### config.mk
export PLATFORM = sky130hd
export DESIGN_NAME = axis_sweep_controller
export DESIGN_NICKNAME = d
export VERILOG_FILES = /design/src/rtl/sdr_ctrl_pkg.sv /design/src/rtl/tick_divider.sv /design/src/rtl/axis_sweep_controller.sv
export SDC_FILE = /design/constraint.sdc
export NUM_CORES = 1
export LEC_CHECK = 0
export ABC_AREA = 1
export CORE_MARGIN = 4
export CORE_UTILIZATION = 62
export CTS_BUF_LIST = sky130_fd_sc_hd__clkbuf_8
export CTS_CLUSTER_DIAMETER = 200
export CTS_CLUSTER_SIZE = 25
export DETAILED_ROUTE_END_ITERATION = 12
export GPL_ROUTABILITY_DRIVEN = 0
export PLACE_DENSITY_LB_ADDON = 0.2
export SLEW_MARGIN = 15
export SYNTH_ARGS = -nofsm -noshare
export SYNTH_HDL_FRONTEND = slang
export SYNTH_SLANG_ARGS = --single-unit
### constraint.sdc
create_clock -name aclk -period 5.4 [get_ports aclk]
set_input_delay 0.81 -clock aclk [delete_from_list [all_inputs] [get_ports aclk]]
set_output_delay 0.81 -clock aclk [all_outputs]
set_load 0.01 [all_outputs]
### src/rtl/sdr_ctrl_pkg.sv
// rtl/sdr_ctrl_pkg.sv - shared state encoding for the sweep controller
// Contents:
//   sweep_state_t : IDLE / RUN state encoding
//   effective_dwell : maps a requested dwell of 0 onto 1
package sdr_ctrl_pkg;

  typedef enum logic {
    ST_IDLE = 1'b0,
    ST_RUN  = 1'b1
  } sweep_state_t;

  // A dwell of zero would never complete a step, so it behaves as one tick.
  function automatic logic [31:0] effective_dwell(input logic [31:0] dwell);
    return (dwell == 32'd0) ? 32'd1 : dwell;
  endfunction

endpackage

### src/rtl/tick_divider.sv
// rtl/tick_divider.sv - dwell counter counting accepted sample ticks
// Ports:
//   aclk, aresetn : clock, synchronous active-low reset
//   load          : clear the count to 0
//   tick          : count one accepted sample
//   last          : terminal count value (dwell - 1)
//   terminal      : this tick completes the dwell (count wraps to 0)
module tick_divider #(
  parameter int WIDTH = 32
) (
  input  logic             aclk,
  input  logic             aresetn,
  input  logic             load,
  input  logic             tick,
  input  logic [WIDTH-1:0] last,
  output logic             terminal
);

  logic [WIDTH-1:0] count;

  // Terminal is internal to the controller; it is consumed by registered logic.
  assign terminal = tick && (count == last);

  always_ff @(posedge aclk) begin
    if (!aresetn) begin
      count <= '0;
    end else if (load) begin
      count <= '0;
    end else if (tick) begin
      if (count == last) begin
        count <= '0;
      end else begin
        count <= count + WIDTH'(1);
      end
    end
  end

endmodule

### src/rtl/axis_sweep_controller.sv
// rtl/axis_sweep_controller.sv - stepped phase-increment sweep sequencer
// Ports:
//   aclk, aresetn        : clock, synchronous active-low reset
//   cfg_start_inc        : phase increment of the first step
//   cfg_step_inc         : signed per-step increment (wraps modulo 2^PHASE_WIDTH)
//   cfg_steps            : steps after the first
//   cfg_dwell            : sample ticks per step (0 treated as 1)
//   cfg_repeat           : restart sweep on completion
//   start, abort         : single-cycle control strobes (abort wins)
//   sample_tick          : one generator sample accepted downstream
//   phase_inc            : registered increment to the phase generator
//   step_index           : registered current step
//   busy                 : high while running
//   done                 : one-cycle pulse at non-repeating completion
module axis_sweep_controller
  import sdr_ctrl_pkg::*;
#(
  parameter int PHASE_WIDTH = 30,
  parameter int CNTR_WIDTH  = 32
) (
  input  logic                   aclk,
  input  logic                   aresetn,
  input  logic [PHASE_WIDTH-1:0] cfg_start_inc,
  input  logic [PHASE_WIDTH-1:0] cfg_step_inc,
  input  logic [CNTR_WIDTH-1:0]  cfg_steps,
  input  logic [CNTR_WIDTH-1:0]  cfg_dwell,
  input  logic                   cfg_repeat,
  input  logic                   start,
  input  logic                   abort,
  input  logic                   sample_tick,
  output logic [PHASE_WIDTH-1:0] phase_inc,
  output logic [CNTR_WIDTH-1:0]  step_index,
  output logic                   busy,
  output logic                   done
);

  sweep_state_t           state;
  logic [PHASE_WIDTH-1:0] start_inc_q;
  logic [PHASE_WIDTH-1:0] step_inc_q;
  logic [CNTR_WIDTH-1:0]  steps_q;
  logic [CNTR_WIDTH-1:0]  dwell_q;
  logic                   repeat_q;
  logic                   dwell_done;
  logic                   div_load;
  logic                   div_tick;
  logic [CNTR_WIDTH-1:0]  dwell_in;

  // Counter is held cleared outside RUN so every sweep starts at count 0.
  assign div_load = abort || (state == ST_IDLE);
  assign div_tick = sample_tick && (state == ST_RUN);
  assign busy     = (state == ST_RUN);

  always_comb begin
    dwell_in = cfg_dwell;
    if (cfg_dwell == '0) begin
      dwell_in = CNTR_WIDTH'(1);
    end
  end

  tick_divider #(.WIDTH(CNTR_WIDTH)) u_dwell (
    .aclk     (aclk),
    .aresetn  (aresetn),
    .load     (div_load),
    .tick     (div_tick),
    .last     (dwell_q - CNTR_WIDTH'(1)),
    .terminal (dwell_done)
  );

  always_ff @(posedge aclk) begin
    if (!aresetn) begin
      state       <= ST_IDLE;
      phase_inc   <= '0;
      step_index  <= '0;
      done        <= 1'b0;
      start_inc_q <= '0;
      step_inc_q  <= '0;
      steps_q     <= '0;
      dwell_q     <= '0;
      repeat_q    <= 1'b0;
    end else begin
      done <= 1'b0;
      if (abort) begin
        state      <= ST_IDLE;
        phase_inc  <= '0;
        step_index <= '0;
      end else begin
        case (state)
          ST_IDLE: begin
            if (start) begin
              start_inc_q <= cfg_start_inc;
              step_inc_q  <= cfg_step_inc;
              steps_q     <= cfg_steps;
              dwell_q     <= dwell_in;
              repeat_q    <= cfg_repeat;
              phase_inc   <= cfg_start_inc;
              step_index  <= '0;
              state       <= ST_RUN;
            end
          end
          ST_RUN: begin
            if (dwell_done) begin
              if (step_index < steps_q) begin
                phase_inc  <= phase_inc + step_inc_q;
                step_index <= step_index + CNTR_WIDTH'(1);
              end else if (repeat_q) begin
                phase_inc  <= start_inc_q;
                step_index <= '0;
              end else begin
                state      <= ST_IDLE;
                phase_inc  <= '0;
                step_index <= '0;
                done       <= 1'b1;
              end
            end
          end
          default: begin
            state <= ST_IDLE;
          end
        endcase
      end
    end
  end

endmodule
==> metrics.yaml <==
run_status: "complete, no violations"
clock-skew-final_ns: 0.0372
synthDistinctLibCells: 43
rows: 55
cpMostUsedCell: "nand2_1"
utilization: 0.733
comb_power_share: 0.277
finalMaxSlewViolations: 0
syn-num-nets: 2519
ys_warn_count: 0
cts-htree-levels: 1
cts-resized-gates: 0
synth_area_mm2: 0.0145
grt_antenna_before_repair: 2
seq_area_frac_synth: 0.306
hold_path.class: "flop to flop"
core-area_mm2: 0.0228
num_vias: 15720
reg2reg_to: "step_index[8]$_SDFFE_PP0P_"
cts_buffers: 12
worstSetupEndpointType: "flop"
holdWs_ns: 0.470
drt-initial-drc-count: 1664
cap_violations: 0
relSlewSlack: 0.267
leakagePower_nw: 7.55
cts_tree: "done"
clk_pin_slew_ns: 0.18
worstSetupEndpoint: "step_index[8]$_SDFFE_PP0P_"
final_layout_size_suffix_gt1_frac: 0.0269
portBuffers: 193
wl_per_cell_um: 15.7
hpwl_um: 32500
final_common_cell: "nand2_1"
start_util: 0.635
grt_pass1_wl_um: 70400
synth_area_per_cell_um2: 6.22
grtUsageTotal: 0.321
crit_chain: "inv_1, ha_1, nand2_1, nor2_4, nand3_1, inv_1, nand2_1, nand2_1, nor2_1, nand2_1, nor2_2, nand4_4, buf_4, nand2_4, inv_2, nor2_1, nor2_1"
p_per_area_mw_per_mm2: 214
firstDrtPassIters: 7
root_buffer: "clkbuf_8"
routed_via_density: 5.68
period_needed_ns: 3.71
ant_nets: 0
synthFlopType: "dfxtp_1"
cp_max_fo: 55
dieArea_mm2: 0.0258
die_w_um: 161
startpoint: "dwell_q[0]$_SDFFE_PN0P_"
fin_crit_sh: 0.688
grt_overflow: 0
timing.rr.start: "dwell_q[0]$_SDFFE_PN0P_"
antenna-diode-count: 0
rr_worst_depth: 17
area_growth_pct: 15.5
rsz0062_at_grt: "no"
p_total_w: 0.00357
cts_sinks: 221
nets: 2648
synth-seq-cells: 221
fill_cells: 1950
grt_pass1_vias: 14596
p_seq_frac: 0.502
start_kind: "flop"
critPathRequiredTime_ns: 5.85
clkPwrFrac: 0.221
hold_violations: 0
die_h_um: 161
drc: 0
cts_buffer_depth: 3
critPathMaxStageDelay_ns: 0.56
setup_viol: 0
p_sw_frac: 0.340
ys_async_sr_fraction: 0
p_sw_w: 0.00121
timing.fmax_mhz: 269
drt_wl_total_um: 43500
synth-edff-count: 0
cpMaxStageDelayCell: "nand2_4"
r2r_slack_ns: 1.69
mostFrequentLayoutCells: "nand2_1 (575), nor2_1 (381), inv_1 (241), dfxtp_1 (221), clkdlybuf4s50_1 (192)"
tightest_slew_ns: 1.10
grt_max_degree: 134
ios: 194
post_cts.repair.setup_buffers: 0
setup_tns_ns: 0
hold_buffers: 0
p_int_w: 0.00236
vdd.ir_drop.worst_uv: 148
netlist_instances: 2325
clkLatencyLatePin_ns: 0.54
critPathKind: "flop to flop"
arrival_ns: 4.17
-- cell usage after synthesis, types with 31 or more instances --
| cell | n | share of area |
|---|---|---|
| nand3_1 | 184 | 0.064 |
| xnor2_1 | 31 | 0.019 |
| ha_1 | 63 | 0.055 |
| nand2_1 | 576 | 0.15 |
| dfxtp_1 | 221 | 0.31 |
| nor2_1 | 383 | 0.099 |
| clkbuf_1 | 73 | 0.019 |
| o21ai_0 | 172 | 0.060 |
| inv_1 | 241 | 0.063 |
| xor2_1 | 56 | 0.034 |
| nand4_1 | 43 | 0.019 |
| nor3_1 | 47 | 0.016 |
| a21oi_1 | 123 | 0.043 |
-- final cells by class --
type,instances,area (um^2),share of cell area
Multi-Input combinational cell,1760,8700,0.521
Sequential cell,221,4420,0.265
Timing Repair Buffer,204,2010,0.120
Inverter,255,962,0.0576
Tap cell,313,392,0.0235
Clock buffer,13,179,0.0107
Clock inverter,1,30.0,0.00180
-- cells by family after synthesis --
group,count (synthesis),share of synthesized area
buffers and inverters,344,0.0933
and+or+nand+nor,1293,0.380
DFF,221,0.306
xor gates and xnor gates,87,0.0527
AOI/OAI and AO/OA,316,0.113
adders and majority gates,64,0.0559
-- per-layer routing --
metal / vias to the layer above / wire [um] / track usage
met5: - / 26 / 0
met4: 4 / 1310 / 0.102
met3: 126 / 4600 / 0.0680
met2: 808 / 19100 / 0.515
met1: 7070 / 18400 / 0.434
li1: 7712 / - / -
-- worst min path at each step --
stage                                   from                        to  slack [ns]  cells past startpoint
floorplan            steps_q[0]$_SDFFE_PN0P_   steps_q[0]$_SDFFE_PN0P_        0.42                      2
global placement    steps_q[19]$_SDFFE_PN0P_  steps_q[19]$_SDFFE_PN0P_        0.45                      2
detailed placement  steps_q[23]$_SDFFE_PN0P_  steps_q[23]$_SDFFE_PN0P_        0.45                      2
CTS                 steps_q[23]$_SDFFE_PN0P_  steps_q[23]$_SDFFE_PN0P_        0.47                      2
global route        steps_q[23]$_SDFFE_PN0P_  steps_q[23]$_SDFFE_PN0P_        0.49                      2
finish              steps_q[14]$_SDFFE_PN0P_  steps_q[14]$_SDFFE_PN0P_        0.47                      2
-- worst max-delay path, delay by kind of cell, from the launching register on --
family	cells	cell delay, ns
buf+inv	4	1.27
flops	1	0.35
simple gates	12	1.74
fa+ha+maj	1	0.22
-- flip-flops by register name, summed over array words and instances (netlist names) --
register and cells:
busy 1, phase_inc 30, start_inc_q 30, steps_q 32
done 1, repeat_q 1, step_index 32, step_inc_q 30
dwell_q 32, u_dwell.count 32
-- stage by stage --
step	cells	cell area, um^2	worst slack [ns]
after detailed placement	2753	16500	1.86
after global routing	2767	16700	1.41
final	2767	16700	1.69
after global placement	2753	16500	2.00
after floorplan	2325	14500	2.93
after CTS	2767	16700	1.80
-- power groups by stage --
stage          logic [W]  registers [W]  clock network [W]
3_5_place_dp    0.000965        0.00183                  0
2_1_floorplan   0.000646        0.00181                  0
4_1_cts         0.000971        0.00179           0.000791
6_report        0.000990        0.00179           0.000790
3_3_place_gp    0.000940        0.00182                  0
5_1_grt          0.00110        0.00180           0.000847
(Power assumes the default switching activity.)
